<file path="src/rtl/phy_pkg.sv">
// -----------------------------------------------------------------------------
// phy_pkg
// Definitions shared by the transmit serializer and the serial-to-parallel
// receiver on the same link.
//   BYTE_W     : width of one symbol on the link (8)
//   COMMA      : idle / sync symbol 0xBC
//   tx_state_t : serializer control state {SYNC, ACTIVE}
// -----------------------------------------------------------------------------
package phy_pkg;

  localparam int BYTE_W = 8;

  localparam logic [BYTE_W-1:0] COMMA = 8'hBC;

  typedef enum logic {
    SYNC,
    ACTIVE
  } tx_state_t;

endpackage

</file>
<file path="src/rtl/piso_shift8.sv">
// -----------------------------------------------------------------------------
// piso_shift8
// 8-bit parallel-in / serial-out shift register, MSB first, registered output.
// Ports:
//   clk_32f : bit clock, all state on posedge
//   rst_L   : asynchronous active-low reset (clears register and output)
//   load    : take din this edge; din[7] goes straight to dout
//   din     : byte to serialize
//   dout    : registered serial bit
// -----------------------------------------------------------------------------
module piso_shift8
  import phy_pkg::*;
(
  input  logic              clk_32f,
  input  logic              rst_L,
  input  logic              load,
  input  logic [BYTE_W-1:0] din,
  output logic              dout
);

  logic [BYTE_W-1:0] shreg;

  // On a load the MSB is emitted immediately, so the register keeps only the
  // remaining seven bits, pre-shifted to line up with the next MSB position.
  always_ff @(posedge clk_32f or negedge rst_L) begin
    if (!rst_L) begin
      shreg <= '0;
      dout  <= 1'b0;
    end else if (load) begin
      dout  <= din[BYTE_W-1];
      shreg <= {din[BYTE_W-2:0], 1'b0};
    end else begin
      dout  <= shreg[BYTE_W-1];
      shreg <= {shreg[BYTE_W-2:0], 1'b0};
    end
  end

endmodule

</file>
<file path="src/rtl/paralelo_serial_tx.sv">
// -----------------------------------------------------------------------------
// paralelo_serial_tx
// Transmit-side serializer. Bytes arrive over valid/ready and leave MSB first,
// one bit per clk_32f. After reset a burst of SYNC_COMMAS commas (0xBC) is sent
// so the far-end receiver can lock; afterwards every 8-cycle slot carries the
// offered byte, or a comma when nothing is offered.
// Parameters:
//   SYNC_COMMAS  : commas sent after reset before data is accepted (>= 1)
//   COMMA_PERIOD : accepted bytes between forced commas (periodic mode only)
// Ports:
//   clk_32f    : bit clock
//   rst_L      : asynchronous active-low reset
//   data_in    : byte to transmit
//   valid_in   : data_in valid, held until accepted
//   ready_out  : slot open; transfer on posedge with valid_in && ready_out
//   data_out   : registered serial bit
//   active_out : sync burst done, data slots available
// Build option:
//   PS_TX_PERIODIC_COMMA_EN : after COMMA_PERIOD consecutive accepted bytes the
//                             next slot is forced to a comma (ready_out low).
// -----------------------------------------------------------------------------
module paralelo_serial_tx
  import phy_pkg::*;
#(
  parameter int SYNC_COMMAS  = 4,
  parameter int COMMA_PERIOD = 16
) (
  input  logic              clk_32f,
  input  logic              rst_L,
  input  logic [BYTE_W-1:0] data_in,
  input  logic              valid_in,
  output logic              ready_out,
  output logic              data_out,
  output logic              active_out
);

  localparam int SYNC_W = (SYNC_COMMAS > 1) ? $clog2(SYNC_COMMAS) : 1;

  tx_state_t         state;
  logic [2:0]        bit_cnt;
  logic [SYNC_W-1:0] sync_cnt;
  logic              load;
  logic              accept;
  logic              force_comma;
  logic [BYTE_W-1:0] next_byte;

  // A slot boundary is the edge after the last bit of the previous byte.
  assign load = (bit_cnt == 3'd7);

  // ready_out is only ever high on a load cycle in ACTIVE, so it alone
  // qualifies the handshake.
  assign accept    = ready_out && valid_in;
  assign next_byte = accept ? data_in : COMMA;

`ifdef PS_TX_PERIODIC_COMMA_EN
  localparam int PERIOD_W = $clog2(COMMA_PERIOD + 1);

  logic [PERIOD_W-1:0] data_cnt;

  assign force_comma = (data_cnt == PERIOD_W'(COMMA_PERIOD));

  // Run length of back-to-back accepted bytes; any comma slot (idle or
  // forced) breaks the run.
  always_ff @(posedge clk_32f or negedge rst_L) begin
    if (!rst_L) begin
      data_cnt <= '0;
    end else if (load && (state == ACTIVE)) begin
      data_cnt <= accept ? data_cnt + 1'b1 : '0;
    end
  end
`else
  logic unused_cfg;

  assign force_comma = 1'b0;
  assign unused_cfg  = (COMMA_PERIOD == 0);
`endif

  // Slot counter, sync burst and handshake. ready_out is registered: it is
  // raised on the edge that moves bit_cnt to 7, so it is valid for exactly the
  // cycle preceding the load edge of an offered slot.
  always_ff @(posedge clk_32f or negedge rst_L) begin
    if (!rst_L) begin
      state      <= SYNC;
      bit_cnt    <= 3'd7;
      sync_cnt   <= '0;
      ready_out  <= 1'b0;
      active_out <= 1'b0;
    end else begin
      bit_cnt   <= load ? 3'd0 : bit_cnt + 3'd1;
      ready_out <= (state == ACTIVE) && (bit_cnt == 3'd6) && !force_comma;
      if (load && (state == SYNC)) begin
        if (sync_cnt == SYNC_W'(SYNC_COMMAS - 1)) begin
          state      <= ACTIVE;
          active_out <= 1'b1;
        end else begin
          sync_cnt <= sync_cnt + 1'b1;
        end
      end
    end
  end

  piso_shift8 u_shift (
    .clk_32f (clk_32f),
    .rst_L   (rst_L),
    .load    (load),
    .din     (next_byte),
    .dout    (data_out)
  );

endmodule
</file>
<file path="config.mk">
export PLATFORM = sky130hd
export DESIGN_NAME = paralelo_serial_tx
export DESIGN_NICKNAME = d
export VERILOG_FILES = /design/src/rtl/phy_pkg.sv /design/src/rtl/piso_shift8.sv /design/src/rtl/paralelo_serial_tx.sv
export SDC_FILE = /design/constraint.sdc
export NUM_CORES = 1
export LEC_CHECK = 0
export ABC_AREA = 1
export CORE_MARGIN = 2
export CORE_UTILIZATION = 47
export CTS_BUF_LIST = sky130_fd_sc_hd__clkbuf_4 sky130_fd_sc_hd__clkbuf_8 sky130_fd_sc_hd__clkbuf_16
export DETAILED_ROUTE_END_ITERATION = 6
export GPL_TIMING_DRIVEN = 0
export PLACE_DENSITY_LB_ADDON = 0.3
export SLEW_MARGIN = 20
export SYNTH_ARGS = -nofsm -noshare
export SYNTH_HDL_FRONTEND = slang
export SYNTH_SLANG_ARGS = --single-unit
</file>
<file path="constraint.sdc">
create_clock -name clk_32f -period 1.6 [get_ports clk_32f]
set_clock_uncertainty 0.05 [all_clocks]
set_input_delay 0.16 -clock clk_32f [delete_from_list [all_inputs] [get_ports clk_32f]]
set_output_delay 0.16 -clock clk_32f [all_outputs]
set_load 0.05 [all_outputs]
</file>
==> flow_summary.ini, run 1 <==
[status]
status = complete, no violations

[logic_synthesis]
synth_mux_area_frac = 0
yosys_warnings = 0
yosysSeqAreaShare = 0.5883
synthesis.area_um2 = 644.4
syn_area_per_cell_um2 = 9.913
synth_top_family_by_area = simple AND/OR/NAND/NOR gates
ys_seq_elements = 15
synth-xor-area-share = 0
synth_simple_gate_area_share = 0.2136
synth_compound_area_frac = 0.04660
yosysUniqueCellTypes = 15
syn-instance-count = 65
synthAdderAreaFrac = 0.07767
syn_nets = 80

[critical_path]
cp.required_ns = 1.72
worst_r2r_path_depth = 7
crit_arrival_ns = 1.62
worstPathMaxFanout = 10
reg2reg_slack_ns = 0.1
critPathKind = flop to flop
cp-start-kind = flop
endpoint_kind = flop

[clock_network]
cts_buffer_depth = 2
clk_pin_slew_worst_paths_ns = 0.08
cts_tree = built
worstSkewPairLatency_ns = 0.28
cts_setup_buffers = 0
h-tree-depth = 1
root_buffer = clkbuf_4
cts_buffers = 3
cts_hold_buf = 0
cts_num_sinks = 15

[floorplanning]
dieArea_mm2 = 0.001683
rows = 13
die_height_um = 41.03
coreArea_mm2 = 0.001285
initial_utilization = 0.5015
io-pin-count = 14
die_w_um = 41.03

[grt]
busiest_layer = met2
overflow = 0
grt_use_met2 = 0.2617
globalRouteMet3Util = 0.06522
grt_usage = 0.1715
grtUsageMet1 = 0.1930
grt_pass1_wl_mm = 1.711
grt_max_degree = 16
antenna_found_initial = 0
grt_pass1_vias = 431

[placement]
dp.cells = 93
gp_congestion = 0.6087
place_ws_ns = 0.1084
portBuffers = 13
dpl.hpwl_um = 809.4
dpl_cell_area_um2 = 793.3

[drt]
drcViolationCount = 0
ant_nets = 0
drt-total-wl_mm = 1.043
post_drt_wl_per_cell_um = 10.75
vias = 475
first_pass_iters = 2
routed_via_density = 4.897
drt-initial-drc-count = 8

[sta]
rsz0062_at_grt = false
slew-limit-headroom = 0.5691
finalSetupViolations = 0
slew_violations = 0
hold_viol = 0
period_needed_ns = 1.503
setup_tns_ns = 0
worstMarginPinSlew_ns = 0.6443
worst_slack_ns = 0.09745
final.period_utilization = 0.9391
whs_ns = 0.2242
fmax_mhz = 665.5

[finish]
fin_area_um2 = 819.5
final_cells = 97
area_delta_synth_final_pct = 27.18
drive_gt1_frac = 0.1463
fin_util = 0.6378
finalNetCount = 98
fillCellCount = 122
diodes = 0

[power_and_ir_drop]
power_density_mw_per_mm2 = 807.5
p_total_mw = 0.6618
irDropWorstVdd_uv = 487.5
p_leak_nw = 0.4210

[job]
drv_cap = 0

[hold_path]
worst_hold_path_type = input pin to asynchronous set/reset pin
## cells in the final DEF (no fill, tap or decap)
cell             netlist  final
inv_1                  5      5
clkbuf_4               0      4
ha_1                   4      4
dlygate4sd2_1          0      3
inv_4                  1      1
a21oi_1                3      3
nand3_1                1      1
nor2_4                 1      1
o21ai_1                1      1
dfrtp_1               12     12
nand2_1               17     17
dfstp_2                3      3
buf_6                  2      2
nor2_1                11     11
o21ai_0                2      2
clkdlybuf4s50_1        0     10
nand3_2                1      1
nand4_1                1      1
## cell type report
class / count / area [um^2] / share of cell area
sequential: 15 / 379.1 / 0.4626
multi-input combinational: 42 / 217.7 / 0.2656
timing repair buffer: 13 / 126.4 / 0.1542
clock buffer: 4 / 30.03 / 0.03664
inverter: 6 / 25.02 / 0.03053
buffer: 2 / 22.52 / 0.02748
tap: 15 / 18.77 / 0.02290
## worst paths after layout
kind                                            start                         end
max                              bit_cnt[0]$_DFF_PN1_  u_shift.shreg[6]$_DFF_PN0_
min                                             rst_L     sync_cnt[1]$_DFFE_PN0P_
max reg2reg                      bit_cnt[0]$_DFF_PN1_  u_shift.shreg[6]$_DFF_PN0_
min reg2reg                u_shift.shreg[6]$_DFF_PN0_  u_shift.shreg[7]$_DFF_PN0_
max in group asynchronous                       rst_L  u_shift.shreg[4]$_DFF_PN0_
min in group clk_32f                       data_in[0]  u_shift.shreg[1]$_DFF_PN0_
## routing by layer
metal / share of wire / up-vias
met2: 0.49 / 11
met4: 0.020 / 0
li1: - / 238
met1: 0.44 / 222
met5: 0 / -
met3: 0.055 / 4
## synth_stat cells (all sizes together)
cell | instances | share of area
nand2 | 17 | 0.099
dfrtp | 12 | 0.47
nor2 | 12 | 0.082
inv | 6 | 0.039
ha | 4 | 0.078
a21oi | 3 | 0.023
dfstp | 3 | 0.12
o21ai | 3 | 0.023
buf | 2 | 0.035
nand3 | 2 | 0.023
nand4 | 1 | 0.0097
## critical path, cell delays in order, from the launching register on
cell,delay (ns)
dfstp_2,0.55
ha_1,0.15
ha_1,0.15
buf_6,0.14
inv_4,0.04
buf_6,0.13
nor2_1,0.11
a21oi_1,0.08
## timing repair
action                                  in CTS  in global routing
endpoints found under the setup margin       3                  0
resized for setup                            3                  0
endpoints found under the hold margin        0                  0
## flip-flops by register name (all words and copies together) (netlist names)
register and count:
state 1, bit_cnt 3, u_shift.shreg 7, u_shift.dout 1, ready_out 1, sync_cnt 2
## power by group
| group | internal (mW) | leakage, nW | switching (mW) |
|---|---|---|---|
| clock network | 0.114 | 0.0184 | 0.114 |
| registers | 0.388 | 0.166 | 0.00230 |
| logic | 0.0257 | 0.237 | 0.0184 |
## cells by family after synthesis
kind of cell | Yosys count
AO/OA/AOI/OAI | 6
adder cells (fa/ha/maj) | 4
buffers and inverters | 8
AND/OR/NAND/NOR | 32
flip-flops | 15
(Power assumes the default switching activity.)
==> run 2, diff against run 1 <==
--- a/config.mk
+++ b/config.mk
@@ -6,7 +6,7 @@
 export NUM_CORES = 1
 export LEC_CHECK = 0
 export ABC_AREA = 1
-export CORE_MARGIN = 2
+export ABC_CLOCK_PERIOD_IN_PS = 1600
 export CORE_UTILIZATION = 47
 export CTS_BUF_LIST = sky130_fd_sc_hd__clkbuf_4 sky130_fd_sc_hd__clkbuf_8 sky130_fd_sc_hd__clkbuf_16
 export DETAILED_ROUTE_END_ITERATION = 6
==> run 2 against run 1 <==
  * Register-to-register slack better by 0.02 ns
  * Sequential share of layout area is 0.071 points higher
  * Utilization is 5.2 points higher
  * Via count is 1.9% higher
  * Worst setup slack better by 0.024 ns
  * Maximum frequency is 1.7% higher
  * Clock power hardly changed
  * Highest routed layer unchanged
  * Critical path type unchanged
  * Cell count is 1.0% lower
  * Flip-flop and latch count stayed put
  * Largest power group unchanged
  * Count of clock-buffer cells in the layout stayed put
  * Wire length is 0.58% lower
  * Global-route usage is 2.1 points higher
  * Critical endpoint unchanged
==> flow_summary.ini, run 2 (synthesized netlist as in run 1, its figures left out) <==
[clock_network]
cts_tree = built
clk_pin_slew_worst_paths_ns = 0.09
cts_hold_buf = 0
cts_num_sinks = 15
cts_buffer_depth = 2
cts_buffers = 3
root_buffer = clkbuf_4
cts_setup_buffers = 0
worstSkewPairLatency_ns = 0.27
h-tree-depth = 1
cts_resized = 3

[placement]
portBuffers = 13
dp.cells = 92
place_ws_ns = 0.1276
dpl.hpwl_um = 772.7
gp_congestion = 0.6435

[floorplanning]
dieArea_mm2 = 0.001523
io-pin-count = 14
rows = 12
die_height_um = 39.03
die_w_um = 39.03
initial_utilization = 0.5432
coreArea_mm2 = 0.001186

[finish]
finalNetCount = 98
largest_register_ffs = 7
regArea_um2 = 379.1
largest_register = u_shift.shreg
multi_input_area_um2 = 217.7
layout_common_cells = nand2_1 (17), dfrtp_1 (12), nor2_1 (11), clkdlybuf4s50_1 (10), inv_1 (5)
diodes = 0
fillCellCount = 110
largestRegisters = u_shift.shreg x7, bit_cnt x3, sync_cnt x2
drive_gt1_frac = 0.1463
final_cells = 96
final_common_cell = nand2_1
area_delta_synth_final_pct = 26.99

[critical_path]
worst_r2r_path_depth = 7
cp-start-kind = flop
worstPathMaxFanout = 10
reg2reg_slack_ns = 0.12
critPathKind = flop to flop
cp.required_ns = 1.71
endpoint_kind = flop
crit_arrival_ns = 1.59

[drt]
vias = 484
post_drt_wl_per_cell_um = 10.80
ant_nets = 0
drcViolationCount = 0
drt-total-wl_mm = 1.037
routed_via_density = 5.042
drt-initial-drc-count = 10
first_pass_iters = 4

[sta]
setup_tns_ns = 0
slew_violations = 0
worst_slack_ns = 0.1219
final.period_utilization = 0.9238
fmax_mhz = 676.6
finalSetupViolations = 0
hold_viol = 0
slew-limit-headroom = 0.5669
rsz0062_at_grt = false
whs_ns = 0.2280
period_needed_ns = 1.478
worstMarginPinSlew_ns = 0.6477

[status]
status = complete, no violations

[job]
drv_cap = 0

[grt]
antenna_found_initial = 0
grt_max_degree = 16
grt_usage = 0.1929
overflow = 0
grt_pass1_wl_mm = 1.883
grt_pass1_vias = 438

[power_and_ir_drop]
power_density_mw_per_mm2 = 805.5
p_leak_nw = 0.4210
irDropWorstVdd_uv = 614.9

[hold_path]
worst_hold_path_type = input pin to asynchronous set/reset pin
run 2: where the power goes:
part / switching (mW) / total [mW] / internal [mW]
Combinational: 0.0184 / 0.0441 / 0.0256
Clock: 0.111 / 0.225 / 0.113
Sequential: 0.00241 / 0.390 / 0.388
run 2: stage by stage:
step	power [mW]	cell area, um^2	util
floorplan	0.4078	644.4	-
finish	0.6591	818.3	0.6899
global route	0.6932	818.3	0.6899
CTS	0.6656	818.3	0.6899
detailed placement	0.4430	792.0	0.6677
global placement	0.4423	792.0	0.6677
run 2: area by class of cell:
class                   count  area share
plain buffers               2     0.02752
repair buffers             13      0.1544
inverters                   6     0.03058
clock buffers               4     0.03670
well taps                  14     0.02141
multi-input cells          42      0.2661
flip-flops and latches     15      0.4633
run 2: routing by layer:
metal | vias to the layer above | track usage | share of wire
li1 | 236 | - | -
met5 | - | 0 | 0
met2 | 14 | 0.3208 | 0.48
met1 | 230 | 0.2333 | 0.46
met3 | 4 | 0.05202 | 0.048
met4 | 0 | 0.07759 | 0.014
run 2: final timing paths:
check | startpoint | to
max | bit_cnt[0]$_DFF_PN1_ | u_shift.shreg[6]$_DFF_PN0_
min | rst_L | u_shift.dout$_DFF_PN0_
max reg2reg | bit_cnt[0]$_DFF_PN1_ | u_shift.shreg[6]$_DFF_PN0_
min reg2reg | u_shift.shreg[7]$_DFF_PN0_ | u_shift.dout$_DFF_PN0_
max in group asynchronous | rst_L | u_shift.shreg[3]$_DFF_PN0_
min in group clk_32f | data_in[0] | u_shift.shreg[1]$_DFF_PN0_
run 2: critical path, cell delays in order (launching register included):
cell and delay [ns]:
dfstp_2 0.55, ha_1 0.14, ha_1 0.15, buf_6 0.14, inv_4 0.04, buf_6 0.13
nor2_1 0.09, a21oi_1 0.07
==> run 3, diff against run 2 <==
--- a/config.mk
+++ b/config.mk
@@ -11,6 +11,7 @@
 export CTS_BUF_LIST = sky130_fd_sc_hd__clkbuf_4 sky130_fd_sc_hd__clkbuf_8 sky130_fd_sc_hd__clkbuf_16
 export DETAILED_ROUTE_END_ITERATION = 6
 export GPL_TIMING_DRIVEN = 0
+export HOLD_SLACK_MARGIN = 0.1
 export PLACE_DENSITY_LB_ADDON = 0.3
 export SLEW_MARGIN = 20
 export SYNTH_ARGS = -nofsm -noshare
==> results of run 3 <==
Final layout, timing and power as in run 2 (identical DEF).
==> RTL change (flow settings as in run 2) <==
Build with the macro `PS_TX_PERIODIC_COMMA_EN` defined.
--- a/src/rtl/paralelo_serial_tx.sv
+++ b/src/rtl/paralelo_serial_tx.sv
@@ -19,6 +19,8 @@
 //   PS_TX_PERIODIC_COMMA_EN : after COMMA_PERIOD consecutive accepted bytes the
 //                             next slot is forced to a comma (ready_out low).
 // -----------------------------------------------------------------------------
+`define PS_TX_PERIODIC_COMMA_EN
+
 module paralelo_serial_tx
   import phy_pkg::*;
 #(
Check against the original RTL: no difference found for any inputs over 10 cycles, from zero or initial values and one cycle with rst_L low; that may be too few to reach the edited logic, so the function may still have changed.
==> RTL change against run 2 <==
Final area rose by 42%; wire length grew 49%; cell count is 47% higher; power rose by 50%; area after synthesis increased by 41%; setup slack got worse by 0.052 ns; sequential share of layout area decreased by 3.0 points; sequential cell count rose by 5; critical path type unchanged.
==> RTL change: results (changes against run 2) <==
\begin{tabular}{lr}
\hline
Metric & Value \\
\hline
\multicolumn{2}{l}{\textbf{Synth}} \\
Adder-Cell Fraction of Synth Area & 8.287\% (was 7.767\%) \\
XOR/XNOR Fraction of Synth Area & 1.934\% (was 0\%) \\
Synth Area in Compound Gates & 4.006\% (was 4.660\%) \\
Synth cell count leaders & nor2\_1 (20), dfrtp\_1 (17), nand2\_1 (17), inv\_1 (11) (was nand2\_1 (17), dfrtp\_1 (12), nor2\_1 (11), inv\_1 (5), ha\_1 (4)) \\
Top-count cell post-synth & nor2\_1 (was nand2\_1) \\
Distinct cell type count after synthesis & 17 (was 15) \\
\multicolumn{2}{l}{\textbf{Run status}} \\
Result of the run & completed (unchanged) \\
\multicolumn{2}{l}{\textbf{Placed design}} \\
Area after DPL & 1067 um2 (was 792.0 um2) \\
Cell total after placement & 135 (was 92) \\
Pre-CTS setup slack & 0.04965 ns (was 0.1276 ns) \\
Post-DP HPWL & 1052 um (was 772.7 um) \\
Final weighted congestion in routability-driven placement & 0.7190 (was 0.6435) \\
\multicolumn{2}{l}{\textbf{STA}} \\
Final period demand of the worst path & 1.530 ns (was 1.478 ns) \\
Relative slew slack & 42.22\% (was 56.69\%) \\
\multicolumn{2}{l}{\textbf{Pwr}} \\
Pwr Total & 0.9870 mW (was 0.6591 mW) \\
Part of the power in the clock network & 41.8\% (was 34.1\%) \\
Power in combinational cells & 0.0534 mW (was 0.0441 mW) \\
Power density relative to cell area & 848.2 nW/um2 (was 805.5 nW/um2) \\
\multicolumn{2}{l}{\textbf{Setup path}} \\
Worst setup slack for register-to-register paths & 0.07 ns (was 0.12 ns) \\
Slowest Stage Delay on Critical Path & 0.58 ns (was 0.55 ns) \\
Endpoint of the worst register-to-register path & data\_cnt[3]\$\_DFFE\_PN0P\_ (was u\_shift.shreg[6]\$\_DFF\_PN0\_) \\
\multicolumn{2}{l}{\textbf{Final layout}} \\
Multi-Input Combinational & 62 (was 42) \\
Share of final layout cell area taken by non-clock buffers & 13.12\% (was 18.20\%) \\
Sequential fraction of total cell area & 43.33\% (was 46.33\%) \\
Layout inverter count without the clock tree & 14 (was 6) \\
Final Net Count & 134 (was 98) \\
Largest registers & u\_shift.shreg x7, data\_cnt x5, bit\_cnt x3 (was u\_shift.shreg x7, bit\_cnt x3, sync\_cnt x2) \\
Fraction of area in multi-input gates & 31.61\% (was 26.61\%) \\
Non-CTS buffers & 16 (was 15) \\
\multicolumn{2}{l}{\textbf{Detailed routing}} \\
Via count normalized by instance count & 4.738 (was 5.042) \\
Wire length after detailed routing & 1547 um (was 1037 um) \\
\multicolumn{2}{l}{\textbf{Floorplanning}} \\
\# rows & 15 (was 12) \\
\multicolumn{2}{l}{\textbf{GRT}} \\
Maximum number of pins on one net before global-route repair & 21 (was 16) \\
Wire length of the first global-routing pass & 2497 um (was 1883 um) \\
\multicolumn{2}{l}{\textbf{Clock network}} \\
Clk pin slew, worst setup/hold paths & 0.11 ns (was 0.09 ns) \\
\hline
\end{tabular}
RTL change: metal layers:
| layer | GRT usage, % | routed length (um) |
|---|---|---|
| met5 | 0 | 0 |
| met2 | 28.17 | 747 |
| met1 | 21.79 | 709 |
| met4 | 12.94 | 48 |
| met3 | 2.381 | 42 |
RTL change: worst reg2reg max path: stages, from the launching register on:
cell and delay (ns):
dfstp_2 0.58, ha_4 0.13, ha_2 0.16, buf_6 0.12, nand2_4 0.08, nor2_4 0.11
nand3_1 0.07, nand2_1 0.07, nor2_1 0.05
RTL change: per-stage QoR:
| stage | setup TNS (ns) | hold WS [ns] |
|---|---|---|
| after floorplan | 0 | -0.1856 |
| after global placement | 0 | 0.3891 |
| after detailed placement | 0 | 0.4032 |
| after CTS | 0 | 0.3093 |
| after global routing | -0.05705 | 0.3413 |
| final | 0 | 0.2779 |
RTL change: cells by family after synthesis:
group / after synthesis
xor+xnor: 2
fa+ha+maj: 6
simple gates: 47
buf+inv: 15
compound gates: 7
flops: 20
